File: src/rtl/bus_d_writeback.sv
// rtl/bus_d_writeback.sv - D-bus write-back distributor to register file, data memory and FPGA output FIFO
module bus_d_writeback #(
    parameter int DATA_W     = 8,
    parameter int RF_AW      = 3,
    parameter int DM_AW      = 8,
    parameter int FIFO_DEPTH = 4,
    localparam int PTR_W     = $clog2(FIFO_DEPTH),
    localparam int CNT_W     = PTR_W + 1
) (
    input  logic              clk,
    input  logic              rst_n,
    input  logic [DATA_W-1:0] bus_D,
    input  logic              wr_en,
    input  logic [1:0]        WD,
    input  logic [RF_AW-1:0]  DA,
    input  logic [DM_AW-1:0]  mem_addr,
    output logic              rf_we,
    output logic [RF_AW-1:0]  rf_addr,
    output logic [DATA_W-1:0] rf_data,
    output logic              dm_we,
    output logic [DM_AW-1:0]  dm_addr,
    output logic [DATA_W-1:0] dm_data,
    output logic [DATA_W-1:0] Fpga_out,
    output logic              Fpga_out_valid,
    input  logic              Fpga_out_ready,
    output logic              stall,
    output logic [CNT_W-1:0]  fifo_count
);

    localparam logic [1:0] WD_RF   = 2'd1;
    localparam logic [1:0] WD_DM   = 2'd2;
    localparam logic [1:0] WD_FPGA = 2'd3;

    logic [DATA_W-1:0] mem [FIFO_DEPTH];
    logic [PTR_W-1:0]  wr_ptr;
    logic [PTR_W-1:0]  rd_ptr;
    logic [CNT_W-1:0]  count;
    logic              full;
    logic              push;
    logic              pop;

    // Full FIFO refuses the push even if the head is leaving this cycle.
    assign full  = (count == CNT_W'(FIFO_DEPTH));
    assign stall = wr_en && (WD == WD_FPGA) && full;
    assign push  = wr_en && (WD == WD_FPGA) && !full;
    assign pop   = Fpga_out_valid && Fpga_out_ready;

    assign Fpga_out_valid = (count != '0);
    assign Fpga_out       = mem[rd_ptr];
    assign fifo_count     = count;

    always_ff @(posedge clk) begin
        if (!rst_n) begin
            rf_we   <= 1'b0;
            rf_addr <= '0;
            rf_data <= '0;
            dm_we   <= 1'b0;
            dm_addr <= '0;
            dm_data <= '0;
        end else begin
            rf_we <= wr_en && (WD == WD_RF);
            dm_we <= wr_en && (WD == WD_DM);
            if (wr_en && (WD == WD_RF)) begin
                rf_addr <= DA;
                rf_data <= bus_D;
            end
            if (wr_en && (WD == WD_DM)) begin
                dm_addr <= mem_addr;
                dm_data <= bus_D;
            end
        end
    end

    always_ff @(posedge clk) begin
        if (!rst_n) begin
            wr_ptr <= '0;
            rd_ptr <= '0;
            count  <= '0;
            for (int i = 0; i < FIFO_DEPTH; i++) begin
                mem[i] <= '0;
            end
        end else begin
            if (push) begin
                mem[wr_ptr] <= bus_D;
                wr_ptr      <= wr_ptr + PTR_W'(1);
            end
            if (pop) begin
                rd_ptr <= rd_ptr + PTR_W'(1);
            end
            case ({push, pop})
                2'b10:   count <= count + CNT_W'(1);
                2'b01:   count <= count - CNT_W'(1);
                default: count <= count;
            endcase
        end
    end

endmodule

File: config.mk
export PLATFORM = sky130hd
export DESIGN_NAME = bus_d_writeback
export DESIGN_NICKNAME = d
export VERILOG_FILES = /design/src/rtl/bus_d_writeback.sv
export SDC_FILE = /design/constraint.sdc
export NUM_CORES = 1
export LEC_CHECK = 0
export ABC_AREA = 1
export CELL_PAD_IN_SITES_DETAIL_PLACEMENT = 1
export CELL_PAD_IN_SITES_GLOBAL_PLACEMENT = 1
export CORE_MARGIN = 8
export CORE_UTILIZATION = 38
export CTS_BUF_LIST = sky130_fd_sc_hd__clkbuf_8
export DETAILED_ROUTE_END_ITERATION = 16
export PLACE_DENSITY_LB_ADDON = 0.1
export SETUP_SLACK_MARGIN = 0.5
export SLEW_MARGIN = 20
export SYNTH_ARGS = -nofsm -noshare
export SYNTH_HDL_FRONTEND = slang
export SYNTH_SLANG_ARGS = --single-unit
File: constraint.sdc
create_clock -name clk -period 2.3 [get_ports clk]
set_input_delay 0.345 -clock clk [delete_from_list [all_inputs] [get_ports clk]]
set_output_delay 0.345 -clock clk [all_outputs]
set_load 0.01 [all_outputs]
Word-level counts from Yosys, hierarchy flattened --
Memories as Yosys holds them, arrays and structs flattened. A register that Yosys moved wholly into a read port is not among the register bits. Cells that the tools add are included.
Cells by class: $add $sub $neg 4, equality and inequality tests 6, muxes and demuxes 10, reduce and logical (&&, ||, !) cells 10
Operator list (number):
- 8-bit 2-to-1 mux | 1
- 8-bit OR reduction | 1
- 2-bit equality test, second input constant | 3
- 1-bit logical AND | 6
- 2-bit 2-to-1 mux | 3
- 3-bit case mux with 2 select lines | 1
- 1-bit 2-to-1 mux | 5
- 2-bit by 1-bit adder with 2-bit output, second input constant | 2
- 2-bit by 1-bit equality test with 1-bit output, second input constant | 2
- 3-bit by 1-bit adder with 3-bit output, second input constant | 1
- 3-bit equality test, second input constant | 1
- 3-bit nonzero test | 1
- 3-bit by 1-bit subtractor with 3-bit output, second input constant | 1
- 2-bit nonzero test | 1
- 1-bit zero test | 1
Word-level totals: register bits after elaboration 36, RAM bits 32, input bits 25, output and inout port bits 42, memories 1
Memories:
- mem | words 4, bits a word 8, rd ports 1, clocked after memory_dff 1, write ports 4, RTL line 34 | logic [DATA_W-1:0] mem [FIFO_DEPTH];

Longest topological paths before layout --
Gate-level depths: netlist (run 1).
depth in word-level cells 8, mapped depth 12

Least setup slack after synthesis (run 1) --
OpenSTA, ideal clock, no wires.
path kind reg-to-reg, start register count[2] (netlist: fifo_count[2]), end register count[2] (netlist: fifo_count[2]), library setup time 0.110 ns, arrival time 1.783 ns, data required time 2.190 ns, slack 0.407 ns, stages on the path, launching flop included 13, buffers on the path 0, period minus slack after synthesis 1.893 ns, path through dfxtp_1 > inv_1 > nand2_1 > nand2_1 > inv_1 > ha_1 > inv_1 > fa_1 > or2_2 > nand3_1 > nand2_1 > inv_1 > nor2_1
Between the ends: elaborated cells between the ends (all ways) 11
RTL lines:
- start, declared | RTL line 37 | logic [CNT_W-1:0] count;
- start signal, assigned | RTL line 91 | 2'b10: count <= count + CNT_W'(1);
- start signal, assigned | RTL line 92 | 2'b01: count <= count - CNT_W'(1);
- start signal, assigned | RTL line 93 | default: count <= count;
- 3-bit nonzero test * | RTL line 48 | assign Fpga_out_valid = (count != '0);
- via Fpga_out_valid | RTL line 24 | output logic Fpga_out_valid,
- 1-bit logical AND * | RTL line 46 | assign pop = Fpga_out_valid && Fpga_out_ready;
- via pop | RTL line 40 | logic pop;
- 2-bit by 1-bit equality test with 1-bit output or 2-bit equality test (tied branches) | RTL line 90 | case ({push, pop})
- 3-bit case mux with 2 select lines or 2-bit nonzero test (tied branches)
The timed path passes the listed nets; every way through them passes the cells marked *. A chain may end at the register's enable or synchronous reset.

Worst setup path in the final report (run 1) --
start input WD[0], end register count[2] (netlist: fifo_count[2])
Between the ends: longest elaborated chain between the ends 5, elaborated cells between the ends (all ways) 7
RTL lines:
- start, declared | RTL line 14 | input logic [1:0] WD,
- 2-bit equality test * | RTL line 45 | assign push = wr_en && (WD == WD_FPGA) && !full;
- 1-bit logical AND * (2 in a row) | RTL line 45
- 2-bit by 1-bit equality test with 1-bit output or 2-bit equality test (tied branches) | RTL line 90
- 3-bit case mux with 2 select lines or 2-bit nonzero test (tied branches)
Every way passes the cells marked *; elsewhere a longest branch is shown, timed or not.

==> qor.csv, run 1 <==
stage,metric,value,unit
status,status,finished clean,
finish,synthesis-to-layout area growth,41.5,%
worst_setup_path,CP max-delay cell,clkdlybuf4s50_1,
place,dpl ws,0.0429,ns
job,max-cap violation count,0,
worst_setup_path,CP dominant cell by count,inv_2,
logic_synthesis,post-synthesis sequential area ratio,62.1,%
timing,worst clock skew,0.00721,ns
timing,RSZ-0062 raised after global routing,yes,
clock_network,clock slew at reported path FFs,0.07,ns
clock_network,# clock sinks,70,
logic_synthesis,simple-gate area share of the yosys netlist,15.9,%
logic_synthesis,"EDFF count, synth",32,
floorplanning,area of the die,0.0103,mm2
clock_network,H-tree levels,3,
global_route,gr usage total,17.0,%
place,HPWL after detailed placement,5990,um
pwr,power per cell area,854,mW/mm2
logic_synthesis,Unique masters post-synth,24,
timing,Tmin final,1.80,ns
logic_synthesis,synthesized instance count,303,
logic_synthesis,mux cell area share after synthesis,0,%
timing,Slew HR,82.1,%
detailed_routing,final antenna-violating net count,0,
clock_network,Worst-Skew Late Latency,0.34,ns
finish,share of cells above drive strength 1,17.3,%
place,number of port buffers,66,
global_route,vias in the first global route,2669,
detailed_routing,via count,2430,
logic_synthesis,complex-gate fraction of the synthesized area,14.4,%
worst_setup_path,Startpoint Class,input pin,
logic_synthesis,Synth Area in Adders,1.17,%
clock_network,hold_buf cts,0,
timing,setup TNS,0,ns
worst_setup_path,crit path DAT,2.03,ns
detailed_routing,TritonRoute pass-1 iters,5,
place,GPL Wtd Cong,0.737,
logic_synthesis,syn_nets,330,
timing,final worst slack,0.503,ns
worst_setup_path,Setup Crit Path Kind,in -> reg,
timing,max frequency,556,MHz
global_route,antenna violations before repair,0,
finish,"commonest non-fill, non-tap cell in the layout",nor2_1,
worst_setup_path,critical path's largest stage delay,0.44,ns
logic_synthesis,syn_area_per_cell,9.15,um2
worst_setup_path,crit path max fanout,3,
finish,register area,0.00174,mm2
detailed_routing,1st-iter DRT viols,114,
logic_synthesis,"Top FF cell, synth",dfxtp_1,
worst_setup_path,"Data required, critical path",2.53,ns
logic_synthesis,ys async rst share,0,%
detailed_routing,total detailed-routing wirelength,8230,um
worst_setup_path,CP top delay family,buffers and inverters,
finish,FILL cells,806,
floorplanning,die width,101,um
logic_synthesis,Synthesis Warnings,0,
logic_synthesis,Synth Register Bits,70,
worst_setup_path,Worst setup EP type,register,
finish,Final Net Count,422,
clock_network,CTS Buf Count,9,
clock_network,Bufs on Longest Clock Path,2,
min_path,HP Class,reg -> reg,
clock_network,CTS tree,yes,
floorplanning,Die Span Y,101,um
detailed_routing,DRC viols,0,
pwr,Max VDD drop,497,uV
floorplanning,Starting Density,38.7,%
timing,final setup fails,0,
finish,post-layout util,54.7,%
global_route,total gr overflow,0,
timing,Hold Slack,0.514,ns
global_route,largest net degree at the start of global routing,25,
timing,Tcrit/Tclk final,78.1,%
timing,Fin. Hold Viols,0,
finish,most frequent cells in the layout,"81 x nor2_1, 54 x clkdlybuf4s50_1, 45 x o21ai_0, 33 x dfxtp_1, 32 x edfxtp_1",
global_route,first-pass GRT wire length,13200,um
logic_synthesis,Synth Area in XOR/XNOR,0,%
timing,Slew @ Worst Pin,0.267,ns
detailed_routing,post-DR vias/cell,4.88,
floorplanning,core area,0.00718,mm2
detailed_routing,drt wl/cell,16.5,um
clock_network,CTS root buf,clkbuf_8,
logic_synthesis,main combinational cell family by area after synthesis,simple AND/OR/NAND/NOR gates,
floorplanning,Site Rows,31,
pwr,Leak Pwr,1.57,nW
logic_synthesis,Synth Cell Area,0.00277,mm2
finish,ANT cells,0,
finish,area of the multi-input gates,902,um2
worst_setup_path,CP Cell Sequence,clkdlybuf4s50_1 -> inv_2 -> nor2_4 -> nand2_2 -> ha_2 -> inv_2 -> fa_2 -> or2_4 -> nand3_1 -> nand2_1 -> inv_1 -> nor2_1,
floorplanning,I/O Pins,67,
timing,max-slew violations,0,
worst_setup_path,crit path buf inv count,4,
-- final cells by class --
class | instances | area share [%]
Tap cell | 99 | 3.16
Clock inverter | 6 | 2.01
Sequential cell | 70 | 44.4
Multi-Input combinational cell | 188 | 23.0
Clock buffer | 9 | 3.16
Inverter | 35 | 3.41
Timing Repair Buffer | 91 | 20.9
-- power breakdown --
part           switching, W  total (W)  internal [W]  leakage, nW
clock network      0.000440    0.00103      0.000593        0.102
registers         0.0000660    0.00146       0.00140        0.645
logic              0.000453   0.000853      0.000400        0.819
-- final timing paths --
check / depth (start not counted) / to / slack, ns / start
max: 12 / fifo_count[2] / 0.50 / WD[0]
min: 2 / register / 0.51 / rd_ptr[1]
max reg2reg: 12 / fifo_count[2] / 0.51 / fifo_count[1]
min reg2reg: 2 / register / 0.51 / rd_ptr[1]
-- cell usage after synthesis, types with 2 or more instances --
cell type   n  area, um2
nor2_1     82        308
o21ai_0    49        245
dfxtp_1    38        761
edfxtp_1   32        961
inv_1      31        116
a21oi_1    19       95.1
nand2_1    14       52.6
o22ai_1     8       50.1
buf_2       5       25.0
nand3_1     4       20.0
clkbuf_1    3       11.3
clkinv_1    3       11.3
clkbuf_2    2       10.0
nand3_2     2       20.0
o21ai_1     2       10.0
-- routing by layer --
metal	global-route usage (%)	up-vias	part of all wire, %
met1	17.6	1178	39
met2	30.6	54	53
met5	0	-	0
met4	6.87	0	1.1
li1	-	1187	-
met3	6.12	11	6.5
-- registers in the layout, summed over array words and instances (netlist names), named ones only --
name / cells
wr_ptr: 2
dm_addr: 8
rf_data: 8
dm_data: 8
fifo_count: 3
dm_we: 1
mem: 32
rf_addr: 3
rf_we: 1
rd_ptr: 2
-- worst register-to-register path: cells and delay by family, from the launching register on --
| family | cells | cell delay, ns |
|---|---|---|
| AND/OR/NAND/NOR | 7 | 0.64 |
| adder cells (fa/ha/maj) | 2 | 0.51 |
| flip-flops | 1 | 0.38 |
| buffers and inverters | 3 | 0.18 |
-- cells by family (layout without fill, tap and decap cells) --
group | after synthesis | after routing
buf+inv | 45 | 141
flops | 70 | 70
fa+ha+maj | 2 | 2
compound gates | 78 | 78
simple gates | 108 | 108
-- metrics by stage --
step / area [um2] / power [W] / cells
3_5_place_dp: 3640 / 0.00226 / 474
3_3_place_gp: 3640 / 0.00223 / 474
5_1_grt: 3920 / 0.00353 / 498
6_report: 3920 / 0.00335 / 498
4_1_cts: 3900 / 0.00333 / 492
2_1_floorplan: 2780 / 0.00183 / 303
-- timing repair --
item | 4_1_cts | 5_1_grt
pin swaps | 2 | 4
resized for setup | 41 | 17
buffers inserted | 3 | 6
setup endpoints to repair | 19 | 19
Note: power is estimated with default switching activity, not from simulation.
==> run 2: changes to the inputs <==
clock period = 1.7 ns   (was 2.3 ns; I/O delays follow)
==> qor.csv, run 2 (same netlist as run 1, synthesis figures left out) <==
stage,metric,value,unit,change
clock_network,clock slew at reported path FFs,0.08,ns,about the same
global_route,largest net degree at the start of global routing,21,,-16%
timing,Fin. Hold Viols,0,,unchanged
worst_setup_path,Startpoint Class,register,,
finish,ANT cells,0,,unchanged
place,HPWL after detailed placement,6190,um,+3.3%
detailed_routing,1st-iter DRT viols,128,,+12%
timing,final worst slack,-0.0836,ns,-0.586 ns
job,max-cap violation count,0,,unchanged
detailed_routing,DRC viols,0,,unchanged
clock_network,CTS Buf Count,9,,unchanged
detailed_routing,final antenna-violating net count,0,,unchanged
detailed_routing,via count,2688,,+11%
worst_setup_path,Setup Crit Path Kind,reg -> reg,,
finish,Biggest register,mem,,
detailed_routing,drt wl/cell,21.2,um,+29%
clock_network,Worst-Skew Late Latency,0.34,ns,about the same
timing,Hold Slack,0.433,ns,-0.0806 ns
worst_setup_path,crit path max fanout,2,,-1
global_route,total gr overflow,0,,unchanged
worst_setup_path,critical path's largest stage delay,0.38,ns,-0.06 ns
global_route,gr usage total,18.8,%,+1.7 points
timing,max-slew violations,0,,unchanged
status,status,"complete, but fails checks",,
timing,max frequency,561,MHz,
min_path,HP Class,in -> reg,,
clock_network,# clock sinks,70,,unchanged
place,GPL Wtd Cong,0.749,,+1.5%
clock_network,CTS tree,yes,,
detailed_routing,post-DR vias/cell,5.07,,+3.9%
global_route,vias in the first global route,2913,,+9.1%
clock_network,H-tree levels,3,,unchanged
floorplanning,core area,0.00718,mm2,unchanged
timing,Tcrit/Tclk final,105,%,
worst_setup_path,CP max-delay cell,fa_2,,
floorplanning,Die Span Y,101,um,unchanged
timing,Slew HR,79.9,%,-2.2 points
finish,post-route cell area,0.00468,mm2,+19%
floorplanning,Starting Density,38.7,%,unchanged
finish,synthesis-to-layout area growth,68.9,%,
pwr,Leak Pwr,1.89,nW,+21%
timing,RSZ-0062 raised after global routing,yes,,
finish,share of cells above drive strength 1,49.0,%,+32 points
pwr,power consumption,0.00550,W,+64%
worst_setup_path,CP Cell Sequence,nor2_4 -> nand2_4 -> nand2_4 -> ha_4 -> inv_2 -> fa_2 -> or2_4 -> nand4_1 -> nand2_1 -> nor2_2,,
global_route,antenna violations before repair,0,,unchanged
clock_network,CTS root buf,clkbuf_8,,
finish,"commonest non-fill, non-tap cell in the layout",nor2_1,,
floorplanning,Site Rows,31,,unchanged
pwr,power per cell area,1180,mW/mm2,+38%
timing,setup TNS,-0.0836,ns,-0.0836 ns
pwr,Max VDD drop,576,uV,+16%
place,"Cell Area, Placed",0.00383,mm2,+5.3%
worst_setup_path,Worst setup EP type,register,,
clock_network,Bufs on Longest Clock Path,2,,unchanged
worst_setup_path,CP dominant cell by count,nand2_4,,
min_path,Hold Path Stages,3,,+1
finish,Final Net Count,453,,+7.3%
finish,max FFs per register,32,,unchanged
worst_setup_path,"Data required, critical path",1.98,ns,-0.55 ns
detailed_routing,total detailed-routing wirelength,11300,um,+37%
worst_setup_path,crit path DAT,2.07,ns,+0.04 ns
floorplanning,die width,101,um,unchanged
worst_setup_path,worst reg-to-reg path cell count,10,,-2
floorplanning,area of the die,0.0103,mm2,unchanged
timing,final setup fails,1,,+1
detailed_routing,TritonRoute pass-1 iters,4,,-1
timing,worst clock skew,0.00490,ns,-0.00232 ns
timing,Tmin final,1.78,ns,
clock_network,hold_buf cts,0,,unchanged
finish,most frequent cells in the layout,"46 x nor2_1, 33 x buf_6, 32 x edfxtp_1, 30 x dfxtp_1, 29 x o21ai_0",,
status,failing checks,negative setup slack,,
timing,Slew @ Worst Pin,0.301,ns,+0.0337 ns
floorplanning,I/O Pins,67,,unchanged
place,dpl ws,-0.345,ns,-0.388 ns
place,number of port buffers,66,,unchanged
global_route,first-pass GRT wire length,14900,um,+12%
## run 2: cell count changes in the layout (fill, tap and decap cells not counted), sizes merged
cell / before / now
dlygate4sd2: 1 / 3
nand3: 6 / 7
clkinv: 5 / 4
clkbuf: 16 / 29
dlymetal6s2s: 2 / 0
clkdlybuf4s50: 54 / 20
buf: 26 / 71
clkdlybuf4s15: 1 / 9
## run 2: per-layer routing
layer  track usage, %  part of all wire, %  vias to the layer above
met2             34.9                   54                       78
li1                 -                    -                     1250
met4             6.19                  3.7                        0
met3             5.70                  4.4                       26
met1             19.5                   38                     1334
met5                0                    0                        -
## run 2: cell type report
class	instances	area, um2
fill	775	2490
sequential	70	1740
multi-input combinational	189	1310
timing repair buffer	121	1130
clock buffer	11	151
inverter	35	144
tap	99	124
clock inverter	5	81.3
## run 2: what timing repair did
| item | 4_1_cts | 5_1_grt |
|---|---|---|
| pin swaps | 9 | 22 |
| gates cloned | 1 | 3 |
| gates resized for setup | 203 | 124 |
| buffers inserted | 14 | 6 |
| setup endpoints to repair | 139 | 124 |
## run 2: through the flow
step	std cells	util [%]
global route	530	65.3
detailed placement	490	53.4
global placement	490	53.4
finish	530	65.3
floorplan	303	-
CTS	521	60.7
## run 2: path summary, 6_finish.rpt
path            startpoint            end  slack, ns
max reg2reg  fifo_count[1]  fifo_count[2]      -0.08
max          fifo_count[1]  fifo_count[2]      -0.08
min                  rst_n     rf_data[7]       0.43
min reg2reg     dm_addr[2]     dm_addr[2]       0.52
## run 2: power by group
group / switching [W] / total (W) / internal, W
Sequential: 0.000123 / 0.00201 / 0.00189
Combinational: 0.000956 / 0.00191 / 0.000954
Clock: 0.000673 / 0.00158 / 0.000907
## run 2: critical path, delay by kind of cell (launching register included)
kind / cells / cell delay (ns)
DFF: 1 / 0.36
buffers and inverters: 1 / 0.05
and+or+nand+nor: 7 / 0.81
adders and majority gates: 2 / 0.50
==> run 3: changes to the inputs <==
CAP_MARGIN = 20   (was default)
==> results of run 3 <==
Final layout, timing and power as in run 2 (identical DEF).
